File: src/rtl/wb_regfile.sv
// wb_regfile: integer register file with one writeback port, two decode read ports and a pending-write scoreboard (REGFILE_BYPASS_EN adds write-through bypass).
// Latency: reads, busy and issue_ready are combinational; data and scoreboard state update on the rising clk edge.
// Backpressure: issue_ready drops when a destination counter is saturated; an issue presented then is dropped and sb_overflow latches.
module wb_regfile #(
    parameter int XLEN  = 32,
    parameter int NREG  = 32,
    parameter int CNT_W = 2
) (
    input  logic            clk,
    input  logic            reset,
    input  logic [4:0]      MEM_WB_rd,
    input  logic            MEM_WB_regwrite,
    input  logic [XLEN-1:0] MEM_WB_result,
    input  logic [4:0]      ID_rs1,
    input  logic [4:0]      ID_rs2,
    input  logic            ID_issue,
    input  logic [4:0]      ID_issue_rd,
    output logic [XLEN-1:0] rs1_data,
    output logic [XLEN-1:0] rs2_data,
    output logic            rs1_busy,
    output logic            rs2_busy,
    output logic            issue_ready,
    output logic            sb_overflow
);

    localparam logic [CNT_W-1:0] CNT_MAX = '1;
    localparam logic [CNT_W-1:0] CNT_ONE = CNT_W'(1);

    // Entry 0 is kept in reset and never written, reads of index 0 are forced to zero.
    logic [XLEN-1:0]  regs [NREG];
    logic [CNT_W-1:0] cnt  [NREG];

    logic wb_vld;
    logic inc;
    logic dec;
    logic same_rd;

    // Writeback qualification and scoreboard increment/decrement requests.
    always_comb begin
        wb_vld      = MEM_WB_regwrite && (MEM_WB_rd != 5'd0);
        issue_ready = (ID_issue_rd == 5'd0) || (cnt[ID_issue_rd] != CNT_MAX);
        inc         = ID_issue && issue_ready && (ID_issue_rd != 5'd0);
        dec         = wb_vld && (cnt[MEM_WB_rd] != '0);
        same_rd     = (MEM_WB_rd == ID_issue_rd);
    end

`ifdef REGFILE_BYPASS_EN
    logic rs1_wb;
    logic rs2_wb;

    // Read ports with write-through: a same-cycle writeback is visible immediately
    // and releases busy when it retires the last outstanding write.
    always_comb begin
        rs1_wb   = wb_vld && (MEM_WB_rd == ID_rs1);
        rs2_wb   = wb_vld && (MEM_WB_rd == ID_rs2);
        rs1_data = (ID_rs1 == 5'd0) ? '0 : (rs1_wb ? MEM_WB_result : regs[ID_rs1]);
        rs2_data = (ID_rs2 == 5'd0) ? '0 : (rs2_wb ? MEM_WB_result : regs[ID_rs2]);
        rs1_busy = (ID_rs1 != 5'd0) && (cnt[ID_rs1] != '0) && !(rs1_wb && (cnt[ID_rs1] == CNT_ONE));
        rs2_busy = (ID_rs2 != 5'd0) && (cnt[ID_rs2] != '0) && !(rs2_wb && (cnt[ID_rs2] == CNT_ONE));
    end
`else
    // Read ports from stored state only; a writeback becomes visible the cycle after.
    always_comb begin
        rs1_data = (ID_rs1 == 5'd0) ? '0 : regs[ID_rs1];
        rs2_data = (ID_rs2 == 5'd0) ? '0 : regs[ID_rs2];
        rs1_busy = (ID_rs1 != 5'd0) && (cnt[ID_rs1] != '0);
        rs2_busy = (ID_rs2 != 5'd0) && (cnt[ID_rs2] != '0);
    end
`endif

    // Register data commit; index 0 writes are discarded.
    always_ff @(posedge clk) begin
        if (reset) begin
            for (int r = 0; r < NREG; r++) begin
                regs[r] <= '0;
            end
        end else if (wb_vld) begin
            regs[MEM_WB_rd] <= MEM_WB_result;
        end
    end

    // Scoreboard counters: an issue and a retire on the same register cancel out.
    always_ff @(posedge clk) begin
        if (reset) begin
            for (int r = 0; r < NREG; r++) begin
                cnt[r] <= '0;
            end
            sb_overflow <= 1'b0;
        end else begin
            if (ID_issue && !issue_ready) begin
                sb_overflow <= 1'b1;
            end
            if (inc && !(dec && same_rd)) begin
                cnt[ID_issue_rd] <= cnt[ID_issue_rd] + CNT_ONE;
            end
            if (dec && !(inc && same_rd)) begin
                cnt[MEM_WB_rd] <= cnt[MEM_WB_rd] - CNT_ONE;
            end
        end
    end

endmodule

File: config.mk
export PLATFORM = sky130hd
export DESIGN_NAME = wb_regfile
export DESIGN_NICKNAME = d
export VERILOG_FILES = /design/src/rtl/wb_regfile.sv
export SDC_FILE = /design/constraint.sdc
export NUM_CORES = 2
export LEC_CHECK = 0
export BUFFER_PORTS_ARGS = -buffer_cell sky130_fd_sc_hd__buf_2
export CAP_MARGIN = 20
export CORE_ASPECT_RATIO = 1.75
export CORE_MARGIN = 2
export CORE_UTILIZATION = 45
export CTS_CLUSTER_DIAMETER = 120
export CTS_CLUSTER_SIZE = 16
export DETAILED_ROUTE_END_ITERATION = 8
export SKIP_CTS_REPAIR_TIMING = 1
export SLEW_MARGIN = 20
export SYNTH_ARGS = -nofsm -noshare
export SYNTH_HDL_FRONTEND = slang
export SYNTH_SLANG_ARGS = --single-unit
File: constraint.sdc
create_clock -name clk -period 5.3 [get_ports clk]
set_input_delay 0.53 -clock clk [delete_from_list [all_inputs] [get_ports clk]]
set_output_delay 0.53 -clock clk [all_outputs]
set_load 0.05 [all_outputs]
==> results.toml <==
[run_status]
run_status = "finished, final reports clean"

[hold_path]
hold_path.class = "input pin to flip-flop"
hp-start = "ID_issue"
hold_depth = 3
whs_endpoint = "sb_overflow"

[floorplan]
io_pins = 124
chipWidth_um = 279.5
initial_core_util_pct = 45.38
fp.dieH_um = 486.1
core_sq_mm = 0.1317
design.die.area_sq_mm = 0.1359
placement_rows = 176

[logic_synthesis]
ys_seq_elements = 1089
post-synth-top-area-fraction_pct = 54.67
ys_top_cells_by_area = "edfxtp_1 (55%), mux4_2 (24%), and2_1 (8.8%), clkbuf_1 (1.8%), and3_1 (1.7%)"
post-synth-top-area-cell = "edfxtp_1"
yosysSeqAreaShare_pct = 54.70
number_of_enable_flip_flop_cells_after_synthesis = 1088
yosys_most_used_dff = "edfxtp_1"
yosysUniqueCellTypes = 66
yosysWarningCount = 0
post_synth_inst_count = 3833
syn_std_cell_area_sq_mm = 0.05976
async_reset_ff_share_pct = 0
post_synth.cell_area_avg_sq_um = 15.59

[setup_path]
crit_path_max_fanout = 18
r2r_cells = 11
worstPathRequired_ps = 5670
worst_setup_path_start_kind = "flip-flop"
worstSetupPathType = "flip-flop to flip-flop"
r2r_slack_ps = 1170
rr_endpoint = "cnt[3][1]"
worstSetupEndpointType = "flip-flop"
regToRegStartpoint = "cnt[30][1]"
critPathArrivalTime_ps = 4500

[timing]
setup_repair_after_global_routing_missed_its_margin = "false"
fin_hold_ws_ps = 122.3
clock_skew_ps = 53.85
final_cycle_share_pct = 77.85
finalSetupViolCount = 0
report.final.hold_viol_count = 0
highest_clock_rate_ghz = 0.2424
slew_headroom_pct = 17.56
tns_ps = 0
max_slew.worst_pin.slew_ps = 1232
report.final.slew_viol_count = 0
postLayoutSetupSlackWorst_ps = 1174
post-route-min-period_ps = 4126

[power_and_ir_drop]
ir_worst_vdd_mv = 0.2608
p_sw_mw = 5.085
comb_power_share_pct = 15.9
p_int_mw = 13.84
power_leakage_nw = 21.96
total_power_mw = 18.93
proportion_of_total_power_due_to_net_switching_pct = 26.87
sequentialPowerShare_pct = 53.7
pwr-share-clk_pct = 30.3
power.density_mw_per_mm2 = 292.7

[finish]
layout.cells.most_common = "edfxtp_1"
layout-drive-gt1-share_pct = 29.73
commonest_cells_after_routing_fill_and_taps_aside = "edfxtp_1 (1088), and2_1 (835), mux4_2 (639)"
area_growth_pct = 8.213
final_design_area_no_fill_sq_mm = 0.06467
design.final.nets = 3832

[cts]
tritoncts_num_sinks = 1089
clockRootBuffer = "clkbuf_16"
clk-insertion-delay-late_ps = 710
clock_path_buffers = 3
number_of_buffers_added_by_the_clock_tree_synthesis_step = 78
clkSlewWorstSetupHoldPaths_ps = 80
count_of_h_tree_levels_built_during_cts = 3
cts_tree = "yes"

[global_routing]
grt_max_degree = 161
global_route_wire_length_before_repair_um = 278800
grt_util_all_layers_pct = 29.32
first_global_vias = 38380
globalRoute.totalOverflow = 0
initial_antenna_violation_count = 18

[detailed_routing]
vias_per_cell = 6.721
detailedRoute.firstPassIterationCount = 6
route.detailed.wl_per_inst_um = 36.11
drt-total-wl_um = 197800
detailroute.via_count = 36830
route.detailed.drc = 0
postRouteAntennaNets = 0
dr.first_iter.drc_count = 4210

[place]
detailed_place_hpwl_um = 118600
placement.io_buffers = 123
post-place-ws_ps = 681.1
place_congestion = 0.9293
placement.cell_area_sq_mm = 0.06258

[job]
cap_viol_max_count = 0
-- synth_stat cells, types with 4 or more instances --
cell / number
a221o_1: 15
buf_1: 22
and3_1: 165
edfxtp_1: 1088
buf_4: 16
nor3b_1: 4
clkbuf_1: 294
buf_6: 28
nand3b_1: 5
nor2b_1: 36
o211ai_1: 11
nand3_1: 7
nand4_1: 7
o22ai_1: 86
nor2_1: 60
a22oi_1: 6
o21ai_0: 71
inv_1: 41
nor3_1: 31
a21oi_1: 34
nand2b_1: 7
mux4_2: 639
o32ai_1: 8
buf_2: 83
o32ai_2: 5
xor2_1: 5
and2_1: 836
or3_1: 6
nand2_1: 78
mux2i_1: 50
a2111oi_2: 32
-- sequential cells by signal, indices dropped and copies added, names as in the netlist --
| register | count |
|---|---|
| regs | 1024 |
| sb_overflow | 1 |
| cnt | 64 |
-- how the worst max path moves through the flow --
stage | startpoint | depth (start not counted) | end
detailed placement | MEM_WB_rd[0] | 12 | cnt[11][0]
CTS | cnt[30][1] | 11 | cnt[11][0]
floorplan | MEM_WB_rd[0] | 6 | regs[13][0]
global route | cnt[30][1] | 11 | cnt[3][1]
global placement | MEM_WB_rd[1] | 14 | cnt[3][0]
finish | cnt[30][1] | 11 | cnt[3][1]
-- through the flow --
stage / cells / util, %
global route: 5476 / 49.10
CTS: 5475 / 49.10
global placement: 5385 / 47.52
floorplan: 3866 / -
detailed placement: 5385 / 47.52
finish: 5479 / 49.11
-- power groups by stage --
| stage | sequential [mW] | combinational (mW) | clock, mW |
|---|---|---|---|
| after floorplan | 10.3 | 2.03 | 0 |
| after global placement | 10.3 | 3.00 | 0 |
| after detailed placement | 10.4 | 3.01 | 0 |
| after CTS | 10.2 | 3.01 | 5.81 |
| after global routing | 10.2 | 3.12 | 6.07 |
| final | 10.2 | 3.01 | 5.74 |
-- layout make-up --
cell class	count	area, sq um
Sequential cell	1089	32690
Antenna cell	4	10.01
Fill cell	11050	67020
Timing Repair Buffer	271	2022
Clock buffer	89	2057
Tap cell	1691	2116
Clock inverter	1	16.27
Inverter	41	155.1
Multi-Input combinational cell	2293	25600
-- logic make-up after synthesis --
kind of cell / after synthesis / synth area share (%)
compound gates: 291 / 3.725
xor+xnor: 5 / 0.07327
fa+ha+maj: 2 / 0.04187
buf+inv: 484 / 3.666
flops: 1089 / 54.70
mux: 689 / 24.92
other cells: 1 / 0.006275
simple gates: 1272 / 12.87
-- layer usage --
metal  vias up  global-route usage (%)  part of all wire [%]  wire [um]
li1      14830                       -                     -          -
met4        16                   13.84                   5.4      10680
met1     19330                   34.86                    35      68510
met2      2067                   52.10                    52     103200
met5         -                       0                 0.035         69
met3       581                   4.469                   7.8      15390
-- worst max-delay path: stages, from the launching register on --
cell      delay [ps]
edfxtp_1         500
mux4_2           510
a22o_1           250
a221oi_1         240
and3_1           220
ha_1             570
inv_1            190
o311ai_4         140
o311a_1          430
nand3_4          220
buf_4            290
o211ai_1         240
No activity file was read; power rests on OpenSTA's default activity.
